--- src/rtl/hires_pkg.sv ---
// Shared Apple II HIRES geometry constants and row address helper.
package hires_pkg;

    localparam int unsigned HIRES_ROWS  = 192;
    localparam int unsigned HIRES_COLS  = 40;
    localparam logic [15:0] HIRES_PAGE1 = 16'h2000;
    localparam logic [15:0] HIRES_PAGE2 = 16'h4000;

    typedef enum logic [1:0] {StIdle, StRun, StDone} row_state_e;

    // Page-relative base of a screen row: the 3-level HIRES interleave.
    // row[7:6]*40 is formed as *32 + *8 to stay in plain adds.
    function automatic logic [15:0] hires_row_addr(input logic [7:0] row);
        logic [15:0] a;
        a = {3'b0, row[2:0], 10'b0}
          + {6'b0, row[5:3], 7'b0}
          + {9'b0, row[7:6], 5'b0}
          + {11'b0, row[7:6], 3'b0};
        return a;
    endfunction

endpackage

--- src/rtl/sync_fifo.sv ---
// Synchronous FIFO with a preview of the head entry as it will be after this cycle.
module sync_fifo #(
    parameter int unsigned WIDTH = 7,
    parameter int unsigned DEPTH = 8
) (
    input  logic                   clk,
    input  logic                   rst,
    input  logic                   push,
    input  logic [WIDTH-1:0]       wdata,
    input  logic                   pop,
    output logic [WIDTH-1:0]       head_next,
    output logic                   full,
    output logic                   empty,
    output logic [$clog2(DEPTH):0] count
);

    localparam int unsigned AW = $clog2(DEPTH);
    localparam int unsigned CW = AW + 1;

    logic [WIDTH-1:0] mem_q [DEPTH];
    logic [AW-1:0]    wr_ptr_q;
    logic [AW-1:0]    rd_ptr_q;
    logic [AW-1:0]    rd_ptr_inc;
    logic [CW-1:0]    cnt_q;
    logic [CW-1:0]    cnt_after_pop;
    logic             do_push;
    logic             do_pop;

    // Flags, qualified push/pop, and the head value visible next cycle.
    always_comb begin
        empty         = (cnt_q == '0);
        full          = (cnt_q == CW'(DEPTH));
        do_pop        = pop && !empty;
        // A push into a full FIFO is fine when a pop frees a slot in the same cycle.
        do_push       = push && (!full || do_pop);
        rd_ptr_inc    = rd_ptr_q + 1'b1;
        cnt_after_pop = cnt_q - CW'(do_pop);
        count         = cnt_q;
        // When the FIFO drains this cycle the incoming byte becomes the new head.
        if (cnt_after_pop == '0) begin
            head_next = wdata;
        end else if (do_pop) begin
            head_next = mem_q[rd_ptr_inc];
        end else begin
            head_next = mem_q[rd_ptr_q];
        end
    end

    // Storage array, no reset needed.
    always_ff @(posedge clk) begin
        if (do_push) begin
            mem_q[wr_ptr_q] <= wdata;
        end
    end

    // Pointers and occupancy.
    always_ff @(posedge clk) begin
        if (rst) begin
            wr_ptr_q <= '0;
            rd_ptr_q <= '0;
            cnt_q    <= '0;
        end else begin
            if (do_push) begin
                wr_ptr_q <= wr_ptr_q + 1'b1;
            end
            if (do_pop) begin
                rd_ptr_q <= rd_ptr_inc;
            end
            cnt_q <= cnt_q + CW'(do_push) - CW'(do_pop);
        end
    end

endmodule

--- src/rtl/hires_row_writer.sv ---
// Writes one HIRES screen row span to memory through a req/ack port, buffering bytes in a FIFO.
module hires_row_writer
    import hires_pkg::*;
#(
    parameter int unsigned FIFO_DEPTH = 8,
    parameter logic [15:0] BASE_ADDR  = HIRES_PAGE1
) (
    input  logic        clk,
    input  logic        rst,
    input  logic        start,
    input  logic [7:0]  row_sel,
    input  logic [5:0]  start_col,
    input  logic [5:0]  num_bytes,
    input  logic        palette,
    input  logic [6:0]  byte_in,
    input  logic        byte_valid,
    output logic [15:0] mem_addr,
    output logic [7:0]  mem_wdata,
    output logic        mem_req,
    input  logic        mem_ack,
    output logic        busy,
    output logic        done,
    output logic        overflow,
    output logic        cfg_err
);

    localparam int unsigned CW = $clog2(FIFO_DEPTH) + 1;

    row_state_e  state_q;
    logic [15:0] addr_q;
    logic [5:0]  in_cnt_q;
    logic [5:0]  wr_cnt_q;
    logic        palette_q;
    logic        mem_req_q;
    logic [7:0]  mem_wdata_q;
    logic        busy_q;
    logic        done_q;
    logic        overflow_q;
    logic        cfg_err_q;

    logic          cfg_ok;
    logic          pop;
    logic          byte_take;
    logic          push;
    logic          drop;
    logic [5:0]    in_cnt_d;
    logic [5:0]    wr_cnt_d;
    logic [CW-1:0] fifo_cnt_next;
    logic          finish;
    logic          req_next;

    logic [6:0]    fifo_head_next;
    logic          fifo_full;
    logic          fifo_empty;
    logic [CW-1:0] fifo_count;

    sync_fifo #(
        .WIDTH (7),
        .DEPTH (FIFO_DEPTH)
    ) u_fifo (
        .clk       (clk),
        .rst       (rst),
        .push      (push),
        .wdata     (byte_in),
        .pop       (pop),
        .head_next (fifo_head_next),
        .full      (fifo_full),
        .empty     (fifo_empty),
        .count     (fifo_count)
    );

    // Config check, FIFO traffic and the counter values after this cycle.
    always_comb begin
        cfg_ok = (row_sel < 8'(HIRES_ROWS)) && (num_bytes != '0)
              && (({1'b0, start_col} + {1'b0, num_bytes}) <= 7'(HIRES_COLS));
        // The FIFO head stays in place until its write is acked.
        pop           = mem_req_q && mem_ack && !fifo_empty;
        byte_take     = (state_q == StRun) && byte_valid && (in_cnt_q != '0);
        push          = byte_take && (!fifo_full || pop);
        drop          = byte_take && fifo_full && !pop;
        in_cnt_d      = in_cnt_q - 6'(byte_take);
        wr_cnt_d      = wr_cnt_q - 6'(pop);
        fifo_cnt_next = fifo_count + CW'(push) - CW'(pop);
        // Dropped bytes never arrive, so an exhausted input with a drained FIFO also ends the row.
        finish        = (wr_cnt_d == '0) || ((in_cnt_d == '0) && (fifo_cnt_next == '0));
        req_next      = !finish && (fifo_cnt_next != '0);
    end

    // Row FSM with registered request/status outputs.
    always_ff @(posedge clk) begin
        if (rst) begin
            state_q     <= StIdle;
            addr_q      <= '0;
            in_cnt_q    <= '0;
            wr_cnt_q    <= '0;
            palette_q   <= 1'b0;
            mem_req_q   <= 1'b0;
            mem_wdata_q <= '0;
            busy_q      <= 1'b0;
            done_q      <= 1'b0;
            overflow_q  <= 1'b0;
            cfg_err_q   <= 1'b0;
        end else begin
            unique case (state_q)
                StIdle: begin
                    done_q    <= 1'b0;
                    mem_req_q <= 1'b0;
                    if (start) begin
                        palette_q  <= palette;
                        addr_q     <= BASE_ADDR + hires_row_addr(row_sel) + {10'b0, start_col};
                        overflow_q <= 1'b0;
                        busy_q     <= 1'b1;
                        state_q    <= StRun;
                        // A bad config runs as a zero-length row: busy for one cycle,
                        // then done, with no bytes accepted and no writes issued.
                        if (cfg_ok) begin
                            in_cnt_q  <= num_bytes;
                            wr_cnt_q  <= num_bytes;
                            cfg_err_q <= 1'b0;
                        end else begin
                            in_cnt_q  <= '0;
                            wr_cnt_q  <= '0;
                            cfg_err_q <= 1'b1;
                        end
                    end
                end
                StRun: begin
                    in_cnt_q    <= in_cnt_d;
                    wr_cnt_q    <= wr_cnt_d;
                    mem_req_q   <= req_next;
                    mem_wdata_q <= {palette_q, fifo_head_next};
                    if (pop) begin
                        addr_q <= addr_q + 16'd1;
                    end
                    if (drop) begin
                        overflow_q <= 1'b1;
                    end
                    if (finish) begin
                        busy_q  <= 1'b0;
                        done_q  <= 1'b1;
                        state_q <= StDone;
                    end
                end
                StDone: begin
                    done_q  <= 1'b0;
                    state_q <= StIdle;
                end
                default: begin
                    state_q <= StIdle;
                end
            endcase
        end
    end

    assign mem_addr  = addr_q;
    assign mem_wdata = mem_wdata_q;
    assign mem_req   = mem_req_q;
    assign busy      = busy_q;
    assign done      = done_q;
    assign overflow  = overflow_q;
    assign cfg_err   = cfg_err_q;

endmodule

--- config.mk ---
export PLATFORM = sky130hd
export DESIGN_NAME = hires_row_writer
export DESIGN_NICKNAME = d
export VERILOG_FILES = /design/src/rtl/hires_pkg.sv /design/src/rtl/sync_fifo.sv /design/src/rtl/hires_row_writer.sv
export SDC_FILE = /design/constraint.sdc
export NUM_CORES = 1
export LEC_CHECK = 0
export ABC_AREA = 0
export BUFFER_PORTS_ARGS = -buffer_cell sky130_fd_sc_hd__buf_4
export CAP_MARGIN = 20
export CORE_ASPECT_RATIO = 0.9
export CORE_MARGIN = 2
export CORE_UTILIZATION = 40
export CTS_BUF_LIST = sky130_fd_sc_hd__clkbuf_4 sky130_fd_sc_hd__clkbuf_8
export DETAILED_ROUTE_END_ITERATION = 10
export PLACE_DENSITY_LB_ADDON = 0.2
export SYNTH_ARGS = -nofsm -noshare
export SYNTH_HDL_FRONTEND = slang
export SYNTH_SLANG_ARGS = --single-unit
--- constraint.sdc ---
create_clock -name clk -period 4.39 [get_ports clk]
set_input_delay 0.878 -clock clk [delete_from_list [all_inputs] [get_ports clk]]
set_output_delay 0.878 -clock clk [all_outputs]
set_load 0.02 [all_outputs]
Word-level counts from Yosys, hierarchy flattened
Memories as Yosys holds them, arrays and structs flattened. A register that Yosys moved wholly into a read port is not among the register bits.
Cells that the tools add are included.
Widths: inputs -> output; s select.
Word-level totals
  word-level logic and storage cells: 105
  output and inout bits: 29
  register bits after elaboration: 54
  memories kept: 1
  bits in writable memories: 56
  input bits: 33
Operators by class
  add/subtract/negate cells: 16
  order comparisons: 2
  eq/ne operators: 7
  mux-type cells: 26
  reductions and logical operators: 39
Memories
  u_fifo.mem_q: depth 8, bits a word 7, rd ports 2, clocked after Yosys merged registers in 1, wr ports 1, line sync_fifo.sv:20  | logic [WIDTH-1:0] mem_q [DEPTH];
Operators by type and width (count)
  $mux 16: 2
  $pmux 16 s2: 1
  $pmux 6 s2: 2
  $add 14x16->16 const A: 1
  $add 15x5->16: 1
  $add 16x1->16 const B: 1
  $add 16x6->16: 1
  $add 14x7->15: 1
  $add 13x10->14: 1
  $mux 7: 2
  $logic_and 1x1->1: 13
  $logic_not 4->1: 3
  $logic_not 6->1: 2
  $mux 6: 2
  $reduce_bool 6->1: 2
  $sub 4x1->4: 3
  $sub 6x1->6: 2
  $reduce_and 3->1: 3
  $add 4x1->4: 2
  $lt 8x8->1 const B: 1
  $mux 1: 8
  $pmux 1 s2: 4
  $reduce_and 2->1: 4
  $add 6x6->7: 1
  16 further kinds: 27

Depth between registers and ports, before layout
Gate-level depths: netlist of run 1.
  depth after elaboration: 13
  gate-level depth with buffers: 14
  depth with buffers taken out: 14

Modules after synthesis
Synthesis of run 1 repeated with hierarchy kept, for this count alone.
Unflattened totals
  cells, all modules: 631
  area, all modules: 6408.6 µm²
By module, submodules not included
  sync_fifo: area an instance 3485.8 µm², instances 1, cells each 257, seq. area each 1941.9 µm²
  hires_row_writer: area an instance 2922.8 µm², instances 1, cells each 374, seq. area each 880.8 µm²

Worst setup path after synthesis of run 1
No wires, ideal clock.
  path kind: input to register
  start point: input mem_ack
  end point: register done_q, in the netlist done
  data arrival time: 3.032 ns
  stages: 12
  library setup time: 0.103 ns
  required time: 4.287 ns
  setup slack: 1.254 ns
  cells stage by stage: nand2_1 -> o2111ai_1 -> nand2_2 -> inv_1 -> ha_1 -> inv_1 -> fa_1 -> xor2_1 -> nor4b_1 -> mux2i_1 -> o211a_1 -> a2111oi_2
Between the ends
  longest elaborated chain between the ends: 11
Ends and longest elaborated chain
  start: declaration: line hires_row_writer.sv:20  | input logic mem_ack,
  $logic_and 1x1->1 * (2 in series): line hires_row_writer.sv:77  | pop = mem_req_q && mem_ack && !fifo_empty;
  $logic_or 1x1->1: line hires_row_writer.sv:79  | push = byte_take && (!fifo_full || pop);
  $logic_and 1x1->1: line hires_row_writer.sv:79
  $add 4x1->4: line hires_row_writer.sv:83  | fifo_cnt_next = fifo_count + CW'(push) - CW'(pop);
  $sub 4x1->4: line hires_row_writer.sv:83
  $logic_not 4->1: line hires_row_writer.sv:85  | finish = (wr_cnt_d == '0) || ((in_cnt_d == '0) && (fifo_cnt_next == '0));
  $logic_and 1x1->1: line hires_row_writer.sv:85
  $logic_or 1x1->1 *: line hires_row_writer.sv:85
  $ne 2x2->1 (no source line) *
  $reduce_and 2->1 (no source line) *
  end signal: assignment: line hires_row_writer.sv:100  | done_q <= 1'b0;
  end signal: assignment: line hires_row_writer.sv:106  | done_q <= 1'b0;
  end signal: assignment: line hires_row_writer.sv:140  | done_q <= 1'b1;
  end: declaration: line hires_row_writer.sv:37  | logic done_q;
Mark *: on every way between the ends. The rest lies on a longest branch, timed or not.
A chain may end at the register's enable or synchronous reset.

Worst setup path after layout of run 1
  start point: register u_fifo.cnt_q[2], in the netlist u_fifo.count[2]
  end point: register done_q, in the netlist done
Between the ends
  longest elaborated chain between the ends: 12
Ends and longest elaborated chain
  start: declaration: line sync_fifo.sv:24  | logic [CW-1:0] cnt_q;
  start signal: assignment: line sync_fifo.sv:69  | cnt_q <= cnt_q + CW'(do_push) - CW'(do_pop);
  $logic_not 4->1: line sync_fifo.sv:31  | empty = (cnt_q == '0);
  $logic_not 1->1: line hires_row_writer.sv:77
  $logic_and 1x1->1: line hires_row_writer.sv:77
  $logic_or 1x1->1: line hires_row_writer.sv:79
  $logic_and 1x1->1: line hires_row_writer.sv:79
  $add 4x1->4: line hires_row_writer.sv:83
  $sub 4x1->4: line hires_row_writer.sv:83
  $logic_not 4->1: line hires_row_writer.sv:85
  $logic_and 1x1->1: line hires_row_writer.sv:85
  $logic_or 1x1->1 *: line hires_row_writer.sv:85
  $ne 2x2->1 (no source line) *
  $reduce_and 2->1 (no source line) *
Marked as above.

==> flow_metrics.py, run 1 <==
metrics = {
    "drt": {
        "wl_per_cell_um": 18.3,
        "m1WireLength_mm": 7.40,
        "wl_met3_um": 772,
        "via_count": 4818,
        "firstDrtPassIters": 4,
        "vias_per_cell": 5.73,
        "dr.max_layer_used": "met4",
        "drtIter0Drc": 342,
        "ant_nets": 0,
        "wl_met2_mm": 7.01,
        "drt-total-wl_mm": 15.4,
        "post-route-drc-count": 0,
    },
    "synth": {
        "postSynthAreaPerCell_sq_um": 11.3,
        "seq_area_frac_synth_pct": 44.5,
        "synth_area_leaders": "edfxtp_1 (27%), dfxtp_1 (18%), ha_1 (5.3%)",
        "synth_edf_count": 56,
        "synth_cells": 560,
        "yosysTopAreaCell": "edfxtp_1",
        "ys_warn_count": 0,
        "netlist_area_sq_mm": 0.00634,
        "synth_cell_types": 71,
        "synth_common_cells": "dfxtp_1 (57), edfxtp_1 (56), nand2_1 (37)",
        "synthMostInstantiatedCell": "dfxtp_1",
        "ys_seq_elements": 113,
        "syn_nets": 624,
        "synth_top_area_share_pct": 26.5,
        "async_flop_share_pct": 0,
        "synthFlopType": "dfxtp_1",
    },
    "worst_setup_path": {
        "cp-end-kind": "flop",
        "r2r_end": "done",
        "cp.depth": 14,
        "crit_chain": "inv_1, ha_1, nor3b_1, nor2_1, ha_1, inv_1, ha_1, inv_1, fa_1, xor2_1, nor4bb_1, mux2i_1, o211a_1, a2111oi_2",
        "critPathMaxFanout": 5,
        "r2r_cells": 14,
        "rrSetupSlack_ns": 0.92,
        "cp-start-kind": "flop",
        "r2r-start": "u_fifo.count[2]",
        "crit_path_max_incr_delay_ns": 0.50,
        "required_ns": 4.71,
        "cp.arrival_ns": 3.79,
        "cp_slowest_cell": "nor3b_1",
        "crit_family": "adder cells",
        "critical_path_class": "flop to flop",
        "path_buf_inv": 3,
    },
    "sta": {
        "finalClockSkew_ns": 0.0158,
        "fin_ws_ns": 0.921,
        "min_period_ns": 3.47,
        "tns_ns": 0,
        "hold_viol_final": 0,
        "holdWs_ns": 0.455,
        "fin_crit_sh_pct": 79.0,
        "timing.fmax_mhz": 288,
        "setup_viol": 0,
        "slew_violations": 0,
        "rsz0062_at_grt": "false",
        "slew_headroom_pct": 25.1,
        "worstMarginPinSlew_ns": 1.12,
    },
    "power_and_ir_drop": {
        "finalPower_mw": 2.63,
        "p_leak_nw": 2.73,
        "worst_ir_drop_vdd_mv": 0.289,
        "powerDensity_mw_per_mm2": 356,
    },
    "final_layout": {
        "fillerInstances": 1412,
        "stdcell_count": 841,
        "syn_to_final_growth_pct": 16.7,
        "diodes": 0,
        "drive_gt1_share_pct": 20.5,
        "fin_util_pct": 48.0,
        "design_area_sq_mm": 0.00740,
        "nNetsFinal": 690,
    },
    "floorplanning": {
        "core_sq_mm": 0.0154,
        "die_width_um": 137,
        "die_h_um": 123,
        "ios": 62,
        "initial_core_util_pct": 41.1,
        "floorplan.rows": 43,
        "die_area_sq_mm": 0.0169,
    },
    "min_path": {
        "hold_path_end": "mem_wdata[7]",
        "min_path_type": "flop to flop",
        "min_from": "palette_q",
        "holdPathStages": 2,
    },
    "place": {
        "gp_congestion": 0.863,
        "placed_area_sq_mm": 0.00696,
        "port_buffers": 61,
        "placed_cells": 809,
        "preCtsSetupSlack_ns": 0.840,
        "dp_hpwl_mm": 10.7,
    },
    "global_route": {
        "grt_pass1_wl_mm": 24.5,
        "grt_max_degree": 48,
        "grt_pass1_vias": 4680,
        "grt.overflow.total": 0,
        "track_usage_pct": 19.2,
        "antenna_found_initial": 0,
    },
    "clock_tree": {
        "postCtsResizedCells": 0,
        "clk_latency_ns": 0.44,
        "post-cts-setup-buffer-count": 0,
        "clockRootBuffer": "clkbuf_8",
        "cts_buffer_depth": 2,
        "cts_sinks": 113,
        "numCtsBuffers": 17,
        "cts_htree_levels": 4,
        "ctsHoldBuffers": 0,
        "clkTransAtPathRegs_ns": 0.07,
        "cts_tree": "yes",
    },
    "outcome": {
        "status": "finished clean",
    },
    "flow_run": {
        "cap_viol_max_count": 0,
    },
}
[state kept, by name, indices dropped and copies added (netlist names), named ones only]
name	count
busy	1
cfg_err	1
done	1
in_cnt_q	6
mem_addr	16
mem_req	1
mem_wdata	8
overflow	1
palette_q	1
state_q	2
u_fifo.count	4
u_fifo.mem_q	56
u_fifo.rd_ptr_q	3
u_fifo.wr_ptr_q	3
wr_cnt_q	6
[worst register-to-register path, delay by kind of cell (launching register included)]
kind                     cells  cell delay (ns)
multiplexers                 1             0.21
flip-flops                   1             0.32
XOR/XNOR                     1             0.17
buffers and inverters        3             0.24
AND/OR/NAND/NOR              3             0.92
AO/OA/AOI/OAI                2             0.46
adder cells (fa/ha/maj)      4             1.05
[placed cells by master, fill, tap and decap left out, types with 3 or more instances in the layout]
cell,synthesis,routed
and3_1,7,7
bufinv_16,0,4
nor3b_1,7,7
a21oi_1,30,30
inv_1,26,26
a311oi_1,3,3
nor3_1,12,12
nand4_1,7,7
o2111ai_1,3,3
clkbuf_8,3,19
and4_1,4,4
mux4_1,12,12
mux4_4,5,5
mux4_2,11,11
o221ai_1,4,4
ha_1,27,27
a221o_1,8,8
a211oi_1,20,20
buf_4,1,73
a31oi_1,5,5
edfxtp_1,56,56
nor2_1,34,34
clkbuf_4,0,6
nand2_1,37,37
o21ai_0,33,33
nand2b_1,4,4
nor4b_1,8,8
and2_1,3,3
fa_1,4,4
a21o_1,6,6
nand3_1,11,11
xor2_1,7,7
dfxtp_1,57,57
xnor2_1,14,14
mux2i_1,9,9
nor2b_1,12,12
o211ai_1,5,5
[final cells by class]
type / count / area, sq um / area share, %
clock buffers: 25 / 307 / 4.14
clock inverters: 7 / 134 / 1.81
inverters: 26 / 97.6 / 1.32
multi-input cells: 395 / 3240 / 43.8
flip-flops and latches: 113 / 2820 / 38.1
well taps: 202 / 253 / 3.41
repair buffers: 73 / 548 / 7.40
[cells by family (layout without fill, tap and decap cells)]
logic type | after synthesis | in the layout | synth area share (%)
and+or+nand+nor | 162 | 162 | 13.8
AOI/OAI and AO/OA | 144 | 144 | 15.5
DFF | 113 | 113 | 44.5
buffers and inverters | 52 | 131 | 4.46
muxes | 37 | 37 | 12.3
adders and majority gates | 31 | 31 | 6.59
xor gates and xnor gates | 21 | 21 | 2.90
[where the power goes]
| part | total (mW) | internal [mW] | switching [mW] |
|---|---|---|---|
| sequential | 1.19 | 1.14 | 0.0423 |
| combinational | 0.358 | 0.148 | 0.209 |
| clock | 1.09 | 0.684 | 0.405 |
[metal layers]
layer  vias to the layer above  GRT usage [%]
met2                       120           30.1
met5                         -              0
met4                         0           5.21
li1                       2315              -
met1                      2366           26.5
met3                        17           4.96
[worst max-delay path by stage]
stage | from | to | slack [ns]
finish | u_fifo.count[2] | done | 0.92
global route | u_fifo.count[2] | done | 0.58
CTS | u_fifo.count[2] | done | 0.94
detailed placement | mem_ack | done | 0.84
global placement | mem_ack | done | 0.98
floorplan | mem_ack | done | 1.25
No activity file was read; power rests on OpenSTA's default activity.
==> inputs of run 2 (changes only) <==
--- a/config.mk
+++ b/config.mk
@@ -5,7 +5,7 @@
 export SDC_FILE = /design/constraint.sdc
 export NUM_CORES = 1
 export LEC_CHECK = 0
-export ABC_AREA = 0
+export ABC_AREA = 1
 export BUFFER_PORTS_ARGS = -buffer_cell sky130_fd_sc_hd__buf_4
 export CAP_MARGIN = 20
 export CORE_ASPECT_RATIO = 0.9
==> constraint.sdc (replaced) <==
create_clock -name clk -period 3.6 [get_ports clk]
set_input_delay 0.72 -clock clk [delete_from_list [all_inputs] [get_ports clk]]
set_output_delay 0.72 -clock clk [all_outputs]
set_load 0.02 [all_outputs]
==> run 2 against run 1 <==
Against the previous run:
- combinational power is 120% higher
- die area is 2.3% higher
- final area is 1.9% higher
- largest cell class unchanged
- hold slack better by 0.013 ns
- highest routed layer unchanged
- sequential cell count stayed put
==> flow_metrics.py, run 2 <==
metrics = {
    "outcome": {
        "status": "finished clean",
    },
    "worst_setup_path": {
        "required_ns": 3.98,
        "crit_path_max_incr_delay_ns": 0.31,
        "cp.arrival_ns": 3.26,
        "critPathMaxFanout": 16,
        "crit_family": "adder cells",
        "critical_path_class": "flop to flop",
        "cp_slowest_cell": "dfxtp_1",
        "crit_chain": "inv_1, ha_1, a21oi_4, buf_4, ha_1, inv_1, ha_1, o21bai_1, a211oi_1, nand2_1, inv_1, nand2_1, a31oi_1",
        "cp-start-kind": "flop",
        "cp-end-kind": "flop",
        "path_buf_inv": 4,
    },
    "drt": {
        "firstDrtPassIters": 5,
        "via_count": 5720,
        "wl_per_cell_um": 15.3,
        "drt-total-wl_mm": 16.8,
        "drtIter0Drc": 555,
        "ant_nets": 0,
        "post-route-drc-count": 0,
        "vias_per_cell": 5.20,
    },
    "clock_tree": {
        "cts_htree_levels": 4,
        "cts_sinks": 113,
        "clk_latency_ns": 0.46,
        "numCtsBuffers": 17,
        "ctsHoldBuffers": 0,
        "post-cts-setup-buffer-count": 0,
        "cts_tree": "yes",
        "cts_buffer_depth": 2,
        "clockRootBuffer": "clkbuf_8",
        "clkTransAtPathRegs_ns": 0.08,
        "postCtsResizedCells": 0,
    },
    "synth": {
        "netlist_area_sq_mm": 0.00650,
        "seq_area_frac_synth_pct": 43.5,
        "postSynthAreaPerCell_sq_um": 7.89,
        "yosysTopAreaCell": "edfxtp_1",
        "synth_common_cells": "nand2_1 (151), inv_1 (90), a21oi_1 (82), o21ai_0 (82), nand3_1 (72)",
        "ys_warn_count": 0,
        "synth_edf_count": 56,
        "async_flop_share_pct": 0,
        "synth_top_area_share_pct": 25.9,
        "synth_area_leaders": "edfxtp_1 (26%), dfxtp_1 (18%), nand2_1 (8.7%)",
        "synthFlopType": "dfxtp_1",
        "ys_seq_elements": 113,
        "synth_cell_types": 40,
        "synthMostInstantiatedCell": "nand2_1",
        "syn_nets": 887,
        "synth_cells": 823,
    },
    "global_route": {
        "track_usage_pct": 19.8,
        "grt_pass1_wl_mm": 27.2,
        "grt_pass1_vias": 5246,
        "grt_max_degree": 43,
        "grt.overflow.total": 0,
        "antenna_found_initial": 0,
    },
    "sta": {
        "setup_viol": 0,
        "tns_ns": 0,
        "slew_headroom_pct": 46.1,
        "holdWs_ns": 0.467,
        "min_period_ns": 2.88,
        "finalClockSkew_ns": 0.0133,
        "rsz0062_at_grt": "false",
        "hold_viol_final": 0,
        "fin_crit_sh_pct": 80.0,
        "slew_violations": 0,
        "worstMarginPinSlew_ns": 0.805,
        "timing.fmax_mhz": 347,
    },
    "final_layout": {
        "regMostFlops": "u_fifo.mem_q",
        "largest_reg_flops": 56,
        "diodes": 0,
        "syn_to_final_growth_pct": 16.1,
        "layout_commonest_cell": "nand2_1",
        "final_cell_mix": "nand2_1 (151), inv_1 (90), o21ai_0 (82), a21oi_1 (82), nand3_1 (72)",
        "nNetsFinal": 944,
        "drive_gt1_share_pct": 13.8,
    },
    "floorplanning": {
        "die_area_sq_mm": 0.0173,
        "die_width_um": 138,
        "floorplan.rows": 44,
        "initial_core_util_pct": 40.5,
        "ios": 62,
        "die_h_um": 125,
        "core_sq_mm": 0.0160,
    },
    "min_path": {
        "min_path_type": "flop to flop",
    },
    "flow_run": {
        "cap_viol_max_count": 0,
    },
    "place": {
        "port_buffers": 61,
        "gp_congestion": 0.826,
        "dp_hpwl_mm": 11.8,
    },
    "power_and_ir_drop": {
        "p_leak_nw": 3.07,
        "worst_ir_drop_vdd_mv": 0.261,
        "powerDensity_mw_per_mm2": 485,
        "finalPower_mw": 3.66,
    },
}
-- run 2: cell types whose count changed in the layout (fill, tap and decap cells not counted), sizes merged, moves of 28 or more --
| cell | change |
|---|---|
| nand3 | +64 |
| mux4 | -28 |
| nand2 | +116 |
| inv | +75 |
| o21ai | +53 |
| nor2 | +38 |
| a21oi | +53 |
-- run 2: area by class of cell --
type / count / area, sq um
sequential: 113 / 2820
clock buffer: 19 / 255
multi-input combinational: 578 / 3130
inverter: 100 / 375
tap: 207 / 259
timing repair buffer: 70 / 526
fill: 1590 / 8480
clock inverter: 13 / 175
-- run 2: worst register-to-register path, delay by kind of cell, from the launching register on --
kind / cells / cell delay (ns)
AO/OA/AOI/OAI: 4 / 0.67
adder cells (fa/ha/maj): 3 / 0.84
buffers and inverters: 4 / 0.68
flip-flops: 1 / 0.31
AND/OR/NAND/NOR: 2 / 0.33
-- run 2: path summary, 6_finish.rpt --
| kind | from | endpoint | slack, ns | depth (start not counted) |
|---|---|---|---|---|
| setup / recovery | u_fifo.count[2] | mem_wdata[3] | 0.72 | 13 |
| setup reg to reg | u_fifo.count[2] | mem_wdata[3] | 0.72 | 13 |
| hold reg to reg | done | done | 0.47 | 2 |
| hold / removal | done | done | 0.47 | 2 |
-- run 2: cell families after synthesis --
group | Yosys count | synth area share (%)
and+or+nand+nor | 321 | 21.6
AOI/OAI and AO/OA | 213 | 18.3
buffers and inverters | 132 | 8.36
adders and majority gates | 31 | 6.43
xor gates and xnor gates | 13 | 1.87
DFF | 113 | 43.5
-- run 2: stage by stage --
| step | util (%) | area [sq um] | cells | setup WS (ns) |
|---|---|---|---|---|
| global placement | 44.4 | 7110 | 1068 | 0.577 |
| floorplan | - | 6500 | 823 | 0.756 |
| detailed placement | 44.4 | 7110 | 1068 | 0.486 |
| finish | 47.1 | 7540 | 1100 | 0.721 |
| global route | 47.1 | 7540 | 1100 | 0.398 |
| CTS | 47.1 | 7540 | 1100 | 0.709 |
-- run 2: layer usage --
metal	global-route usage, %	part of all wire, %	wire, um	vias up
met5	0	0	0	-
met4	5.40	0.81	137	0
met3	5.46	6.8	1140	14
met2	28.9	42	7080	175
met1	28.8	50	8490	2604
li1	-	-	-	2927
-- run 2: where the power goes --
part / switching [mW] / internal, mW
combinational: 0.511 / 0.290
clock: 0.598 / 0.722
sequential: 0.0969 / 1.44
